<file path="config.mk">
export PLATFORM = sky130hd
export DESIGN_NAME = ds_sample_interpolator
export DESIGN_NICKNAME = d
export VERILOG_FILES = /design/src/rtl/ds_sample_interpolator.sv
export SDC_FILE = /design/constraint.sdc
export NUM_CORES = 1
export LEC_CHECK = 0
export BUFFER_PORTS_ARGS = -buffer_cell sky130_fd_sc_hd__buf_4
export CAP_MARGIN = 25
export CORE_MARGIN = 1.5
export CORE_UTILIZATION = 59
export DETAILED_ROUTE_END_ITERATION = 8
export GPL_ROUTABILITY_DRIVEN = 0
export PLACE_DENSITY = 0.79
export SYNTH_ARGS = -nofsm -noshare
export SYNTH_HDL_FRONTEND = slang
export SYNTH_SLANG_ARGS = --single-unit
</file>
<file path="constraint.sdc">
create_clock -name clk -period 3.1 [get_ports clk]
set_input_delay 0.465 -clock clk [delete_from_list [all_inputs] [get_ports clk]]
set_output_delay 0.465 -clock clk [all_outputs]
set_load 0.02 [all_outputs]
</file>
<file path="src/rtl/ds_sample_interpolator.sv">
`default_nettype none
// +----------------------------------------------------------------------------+
// | ds_sample_interpolator                                                     |
// | Sample FIFO feeding a delta-sigma modulator u input, one sample per        |
// | 2^interp_log2 steps. DS_INTERP_LINEAR_EN: linear ramp, else zero-order hold.|
// | Revision: 1.0                                                              |
// +----------------------------------------------------------------------------+
module ds_sample_interpolator #(
  parameter int IN_BITS    = 16,
  parameter int LOG2_BITS  = 3,
  parameter int FIFO_DEPTH = 4
) (
  input  logic                          clk,
  input  logic                          reset,
  input  logic [IN_BITS-1:0]            in_data,
  input  logic                          in_valid,
  output logic                          in_ready,
  input  logic                          step,
  input  logic [LOG2_BITS-1:0]          interp_log2,
  output logic [IN_BITS-1:0]            u,
  output logic [$clog2(FIFO_DEPTH):0]   fifo_level,
  output logic                          underrun
);
  localparam int MAX_LOG2 = (1 << LOG2_BITS) - 1;
  localparam int ACC_W    = IN_BITS + 1 + MAX_LOG2;
  localparam int PTR_W    = $clog2(FIFO_DEPTH);
  localparam int CNT_W    = PTR_W + 1;

  typedef enum logic [0:0] {S_HOLD = 1'b0, S_RUN = 1'b1} state_t;
  state_t r_state, w_state_nxt;

  logic [IN_BITS-1:0]   r_mem [FIFO_DEPTH];
  logic [PTR_W-1:0]     r_wp, r_rp;
  logic [CNT_W-1:0]     r_count;
  logic [IN_BITS-1:0]   r_tgt, w_tgt_nxt, w_head;
  logic [ACC_W-1:0]     r_acc, w_acc_nxt, r_inc, w_inc_nxt;
  logic [ACC_W-1:0]     w_load_acc, w_load_inc, w_tgt_scaled;
  logic [MAX_LOG2-1:0]  r_phase, w_phase_nxt, w_last;
  logic [LOG2_BITS-1:0] r_l_cur, w_l_cur_nxt;
  logic                 r_underrun, w_underrun_nxt;
  logic                 w_empty, w_push, w_pop;

  assign w_empty      = (r_count == '0);
  assign in_ready     = (r_count != CNT_W'(FIFO_DEPTH));
  assign w_push       = in_valid && in_ready;
  assign w_head       = r_mem[r_rp];
  assign w_tgt_scaled = {1'b0, r_tgt, {MAX_LOG2{1'b0}}};
  assign w_last       = (MAX_LOG2'(1) << r_l_cur) - MAX_LOG2'(1);

`ifdef DS_INTERP_LINEAR_EN
  logic [IN_BITS:0]     w_delta;
  logic [LOG2_BITS-1:0] w_shamt;
  // Scaling the delta by 2^(MAX_LOG2-l) lets 2^l increments land exactly on the target.
  assign w_delta    = {1'b0, w_head} - {1'b0, r_tgt};
  assign w_shamt    = LOG2_BITS'(MAX_LOG2) - interp_log2;
  assign w_load_inc = {{MAX_LOG2{w_delta[IN_BITS]}}, w_delta} << w_shamt;
  assign w_load_acc = w_tgt_scaled;
`else
  assign w_load_inc = '0;
  assign w_load_acc = {1'b0, w_head, {MAX_LOG2{1'b0}}};
`endif

  always_comb begin
    w_state_nxt    = r_state;
    w_acc_nxt      = r_acc;
    w_inc_nxt      = r_inc;
    w_tgt_nxt      = r_tgt;
    w_phase_nxt    = r_phase;
    w_l_cur_nxt    = r_l_cur;
    w_underrun_nxt = r_underrun;
    w_pop          = 1'b0;
    case (r_state)
      S_HOLD: w_pop = !w_empty;
      S_RUN: begin
        if (step) begin
          if (r_phase != w_last) begin
            w_acc_nxt   = r_acc + r_inc;
            w_phase_nxt = r_phase + MAX_LOG2'(1);
          end else begin
            w_acc_nxt = w_tgt_scaled;
            if (!w_empty) begin
              w_pop = 1'b1;
            end else begin
              w_underrun_nxt = 1'b1;
              w_state_nxt    = S_HOLD;
            end
          end
        end
      end
      default: w_state_nxt = S_HOLD;
    endcase
    if (w_pop) begin
      w_acc_nxt   = w_load_acc;
      w_inc_nxt   = w_load_inc;
      w_tgt_nxt   = w_head;
      w_phase_nxt = '0;
      w_l_cur_nxt = interp_log2;
      w_state_nxt = S_RUN;
    end
  end

  always_ff @(posedge clk) begin
    if (w_push) r_mem[r_wp] <= in_data;
  end

  always_ff @(posedge clk) begin
    if (reset) begin
      r_state    <= S_HOLD;
      r_wp       <= '0;
      r_rp       <= '0;
      r_count    <= '0;
      r_tgt      <= '0;
      r_acc      <= '0;
      r_inc      <= '0;
      r_phase    <= '0;
      r_l_cur    <= '0;
      r_underrun <= 1'b0;
    end else begin
      r_state    <= w_state_nxt;
      r_tgt      <= w_tgt_nxt;
      r_acc      <= w_acc_nxt;
      r_inc      <= w_inc_nxt;
      r_phase    <= w_phase_nxt;
      r_l_cur    <= w_l_cur_nxt;
      r_underrun <= w_underrun_nxt;
      if (w_push) r_wp <= r_wp + PTR_W'(1);
      if (w_pop)  r_rp <= r_rp + PTR_W'(1);
      case ({w_push, w_pop})
        2'b10:   r_count <= r_count + CNT_W'(1);
        2'b01:   r_count <= r_count - CNT_W'(1);
        default: r_count <= r_count;
      endcase
    end
  end

  assign u          = r_acc[MAX_LOG2+IN_BITS-1:MAX_LOG2];
  assign fifo_level = r_count;
  assign underrun   = r_underrun;

endmodule
`default_nettype wire

</file>
After elaboration in Yosys (flattened, before gate mapping)
Memory sizes are Yosys's and may differ from the RTL's. A register that Yosys moved wholly into a read port is not among the register bits.
Cells that the tools add are included.
Storage, ports and cells
  register bits after elaboration: 59
  RAM bits: 64
  word-level logic and storage cells: 53
  memories kept: 1
Memories
  r_mem: words 4, width 16, read ports 1, clocked after memory_dff 1, wr ports 1, line 32  | logic [IN_BITS-1:0] r_mem [FIFO_DEPTH];
Cells by class
  add/sub/neg operators: 6
  eq/ne operators: 5
  shift-type cells: 1
  muxes and demuxes: 17
  bitwise operators: 2
  reductions and logical operators: 11
Operators by type and width (count)
  23-bit two-way mux: 3
  24-bit two-way mux: 1
  1-bit two-way mux: 9
  7-bit by 1-bit adder with 7-bit output, second input constant: 1
  7-bit != test: 1
  1-bit by 3-bit << shifter with 7-bit output, first input constant: 1
  7-bit by 2-bit subtractor with 7-bit output, second input constant: 1
  3-bit case mux with 2 select lines: 1
  3-bit AND reduction: 2
  2-bit nonzero test: 3
  2-bit by 1-bit adder with 2-bit output, second input constant: 2
  2-bit two-way mux: 2
  4-bit != test, second input constant: 1
  4-bit AND reduction: 1
  3-bit by 1-bit adder with 3-bit output, second input constant: 1
  3-bit logical NOT: 1
  3-bit != test, second input constant: 1
  3-bit by 1-bit subtractor with 3-bit output, second input constant: 1
  2-bit by 1-bit equality test with 1-bit output, second input constant: 1
  2-bit equality test, second input constant: 1
  1-bit NOT: 2
  1-bit case mux with 2 select lines: 1
  2-bit AND reduction: 1
  2-bit OR reduction: 1
  other kinds (2): 2

Depth between registers and ports, before layout
  word-level depth: 8
  gate-level depth with buffers: 11
  gate-level depth less buffers: 9

Worst setup path after synthesis
No wires, ideal clock.
  path kind: register to register
  start point: register r_count[0], in the netlist fifo_level[0]
  end point: register r_count[2], in the netlist fifo_level[2]
  arrival: 2792 ps
  data required time: 3030 ps
  path slack: 237 ps
  stages on the path, launching flop included: 11
  path buffers: 2
  period minus slack after synthesis: 2863 ps
  cell sequence: dfxtp_1 or3_1 nand2b_1 clkbuf_1 clkbuf_1 nand2_1 ha_1 fa_1 xnor2_1 or3_1 a21oi_1
On the way
  cells in the longest elaborated chain, start to end: 7
  elaborated cells on any way between the ends: 14
  those cells by class: 2 x add/sub; 3 x eq/ne; 5 x mux; 4 x reduce/logical
Ends and longest elaborated chain
  start, declared: line 34  | logic [CNT_W-1:0] r_count;
  start signal, assigned: line 129  | 2'b10: r_count <= r_count + CNT_W'(1);
  start signal, assigned: line 130  | 2'b01: r_count <= r_count - CNT_W'(1);
  start signal, assigned: line 131  | default: r_count <= r_count;
  3-bit logical NOT (*): line 43  | assign w_empty = (r_count == '0);
  1-bit two-way mux: line 81  | if (!w_empty) begin
  1-bit two-way mux: line 76  | if (r_phase != w_last) begin
  1-bit two-way mux: line 75  | if (step) begin
  1-bit case mux with 2 select lines (*): line 72  | case (r_state)
  via w_pop: line 41  | logic w_empty, w_push, w_pop;
  2-bit by 1-bit equality test with 1-bit output or 2-bit equality test (tied branches): line 128  | case ({w_push, w_pop})
  3-bit case mux with 2 select lines or 2-bit nonzero test (tied branches)
Mark *: on every way through the listed nets, which the timed path passes. The rest lies on a longest branch.
A chain may end at the register's enable or synchronous reset.

Worst setup path in the final report
  start point: register r_l_cur[2]
  end point: register r_count[2], in the netlist fifo_level[2]
On the way
  cells in the longest elaborated chain, start to end: 8
  elaborated cells on any way between the ends: 10
  those cells by class: 1 x add/sub; 3 x eq/ne; 1 x shift; 4 x mux; 1 x reduce/logical
Ends and longest elaborated chain
  start, declared: line 39  | logic [LOG2_BITS-1:0] r_l_cur, w_l_cur_nxt;
  start signal, assigned: line 124  | r_l_cur <= w_l_cur_nxt;
  1-bit by 3-bit << shifter with 7-bit output (*): line 48  | assign w_last = (MAX_LOG2'(1) << r_l_cur) - MAX_LOG2'(1);
  7-bit by 2-bit subtractor with 7-bit output (*): line 48
  7-bit != test (*): line 76
  1-bit two-way mux (*): line 76
  1-bit two-way mux (*): line 75
  1-bit case mux with 2 select lines (*): line 72
  via w_pop: line 41
  2-bit by 1-bit equality test with 1-bit output or 2-bit equality test (tied branches): line 128
  3-bit case mux with 2 select lines or 2-bit nonzero test (tied branches)
Marked as above.

==> results.tsv <==
stage	metric	value	unit
cts	cts_tree	built	
timing	finalCriticalPeriod	2565	ps
yosys	ys_seq_area_share	60.58	%
routing	avgRoutedWirePerCell	18.63	µm
yosys	syn-num-nets	397	
routing	dr.pass1.iters	4	
routing	drtAntennaViolNets	0	
die	die_h	94.35	µm
cts	clock_latency	510	ps
pwr	leakagePower	2.015	nW
timing	timing.slew.headroom	43.51	%
worst_setup_path	cp_data_arrival_time	3000	ps
routing	remaining_drc_errors	0	
layout	final_common_cell	edfxtp_1	
layout	final_layout_size_suffix_gt1_share	27.55	%
yosys	synthArstFlopShare	0	%
yosys	ys_seq_elements	117	
grt	antenna_found_initial	0	
die	die_w	94.35	µm
timing	finClkSkew	10.14	ps
worst_setup_path	worstPathRequired	3540	ps
cts	clock-root-buffer	clkbuf_8	
yosys	synth-edff-count	64	
placement	placed_cells	494	
timing	hold_violations	0	
grt	grt_first_pass_wirelength	15.84	mm
yosys	synthDistinctLibCells	58	
layout	syn2layout_area_growth	18.12	%
timing	finalSetupViolCount	0	
cts	htreeDepth	4	
timing	worstMarginPinSlew	847.4	ps
layout	final_cell_mix	edfxtp_1, dfxtp_1, buf_4	
routing	drt-total-wl	9.801	mm
pwr	p_per_area	1045	nW/µm²
worst_setup_path	startpoint_type	flip-flop	
timing	slew_violations	0	
worst_setup_path	worstSetupPathType	flip-flop to flip-flop	
yosys	synth.cell_area	4923	µm²
yosys	avgSynthCellArea	13.42	µm²
timing	finalCritPeriodShare	82.73	%
layout	antennaDiodeCount	0	
min_path	min_path_type	input pin to flip-flop	
placement	hpwl	6.104	mm
timing	rsz0062_at_grt	false	
placement	io_buffers	43	
die	io_pins	44	
die	rows	33	
cts	numCtsBuffers	17	
yosys	yosysWarnings	0	
layout	fillers	540	
yosys	synth_ff_type	edfxtp_1	
die	start_util	60.53	%
pwr	ir_worst_vdd	0.8092	mV
cts	cts-root-to-sink-buffers	2	
cts	path_clk_slew	60	ps
timing	fin_setup_tns	0	ps
grt	gr-total-overflow	0	
worst_setup_path	endpoint_kind	flip-flop	
grt	grt_max_degree	50	
outcome	status	complete, no violations	
cts	cts_setup_buffers	0	
yosys	synthCells	367	
routing	drtIter0Drc	161	
timing	fmaxAchievable	389.9	MHz
die	coreArea	8134	µm²
grt	grt_usage	23.96	%
layout	fin_cells	526	
worst_setup_path	path_max_fanout	10	
cts	holdBufCountCts	0	
routing	vias_per_cell	6.173	
routing	vias	3247	
cts	cts.sinks	117	
job	max_cap_violations	0	
grt	grt_pass1_vias	3248	
cts	cts.repair.resized	0	
die	die_area	8902	µm²
layout	nets	438	
## final timing paths
kind / from / endpoint / slack (ps) / depth (start not counted)
max: r_l_cur[2] / fifo_level[2] / 540 / 9
min: in_data[12] / r_mem[2][12] / 150 / 1
max reg2reg: r_l_cur[2] / fifo_level[2] / 540 / 9
min reg2reg: r_tgt[0] / r_tgt[0] / 470 / 2
## cell usage after synthesis (7+ instances only)
cell type	count	area, µm²
nand3_1	27	135.1
nand2_1	7	26.28
edfxtp_1	64	1922
dfxtp_1	53	1061
nor4b_1	9	78.83
mux4_2	16	360.4
nor2_1	9	33.78
o21ai_1	17	85.08
a221o_1	9	90.09
a21oi_1	31	155.2
clkbuf_1	17	63.81
inv_1	8	30.03
nand4_1	8	50.05
## power by group
part           internal [mW]  switching [mW]  leakage, nW
combinational          0.906            1.24        0.743
sequential              2.00           0.238         1.02
clock                  0.986           0.715        0.250
total                   3.89            2.19         2.01
## critical path: stages, from the launching register on
cell       delay, ps
dfxtp_1          510
and4bb_2         290
a21o_1           220
o2111ai_2        190
nand2_1           90
ha_1             220
fa_1             380
xnor2_1          140
or3_1            300
a21oi_1          140
## flip-flops by register name, summed over array words and instances, names as in the netlist, named ones only
signal,flops
fifo_level,3
r_acc,16
r_l_cur,3
r_mem,64
r_phase,7
r_rp,2
r_state,1
r_tgt,16
r_wp,2
underrun,1
## through the flow
stage / area [µm²] / setup slack, ps / hold slack, ps / power, mW / util, %
after floorplan: 4923 / 237.4 / 443.7 / 3.816 / -
after global placement: 5295 / 635.4 / 450.3 / 4.323 / 65.10
after detailed placement: 5295 / 553.2 / 458.7 / 4.382 / 65.10
after CTS: 5816 / 545.7 / 124.9 / 6.107 / 71.50
after global routing: 5816 / 420.3 / 128.6 / 6.397 / 71.50
final: 5816 / 535.4 / 148.6 / 6.080 / 71.50
## metal layers
layer  global-route usage, %  vias up  wire length, µm
li1                        -     1532                -
met1                   29.91     1609             4132
met2                   39.51       90             5072
met3                   6.119       16              485
met4                   10.70        0              110
met5                       0        -                0
## cell type report
cell class	instances	area, µm²	share of cell area, %
clock buffer	18	417.9	7.186
clock inverter	14	102.6	1.764
inverter	8	30.03	0.5164
multi-input combinational	214	1775	30.53
sequential	117	2983	51.29
tap	105	131.4	2.259
timing repair buffer	50	375.4	6.454
## cells by family after synthesis
group	after synthesis	share of synthesized area (%)
AOI/OAI and AO/OA	92	14.00
xor gates and xnor gates	5	0.8896
adders and majority gates	7	1.931
buffers and inverters	36	3.405
DFF	117	60.58
muxes	18	7.751
and+or+nand+nor	92	11.44
Power figures use the tool's default switching activity.
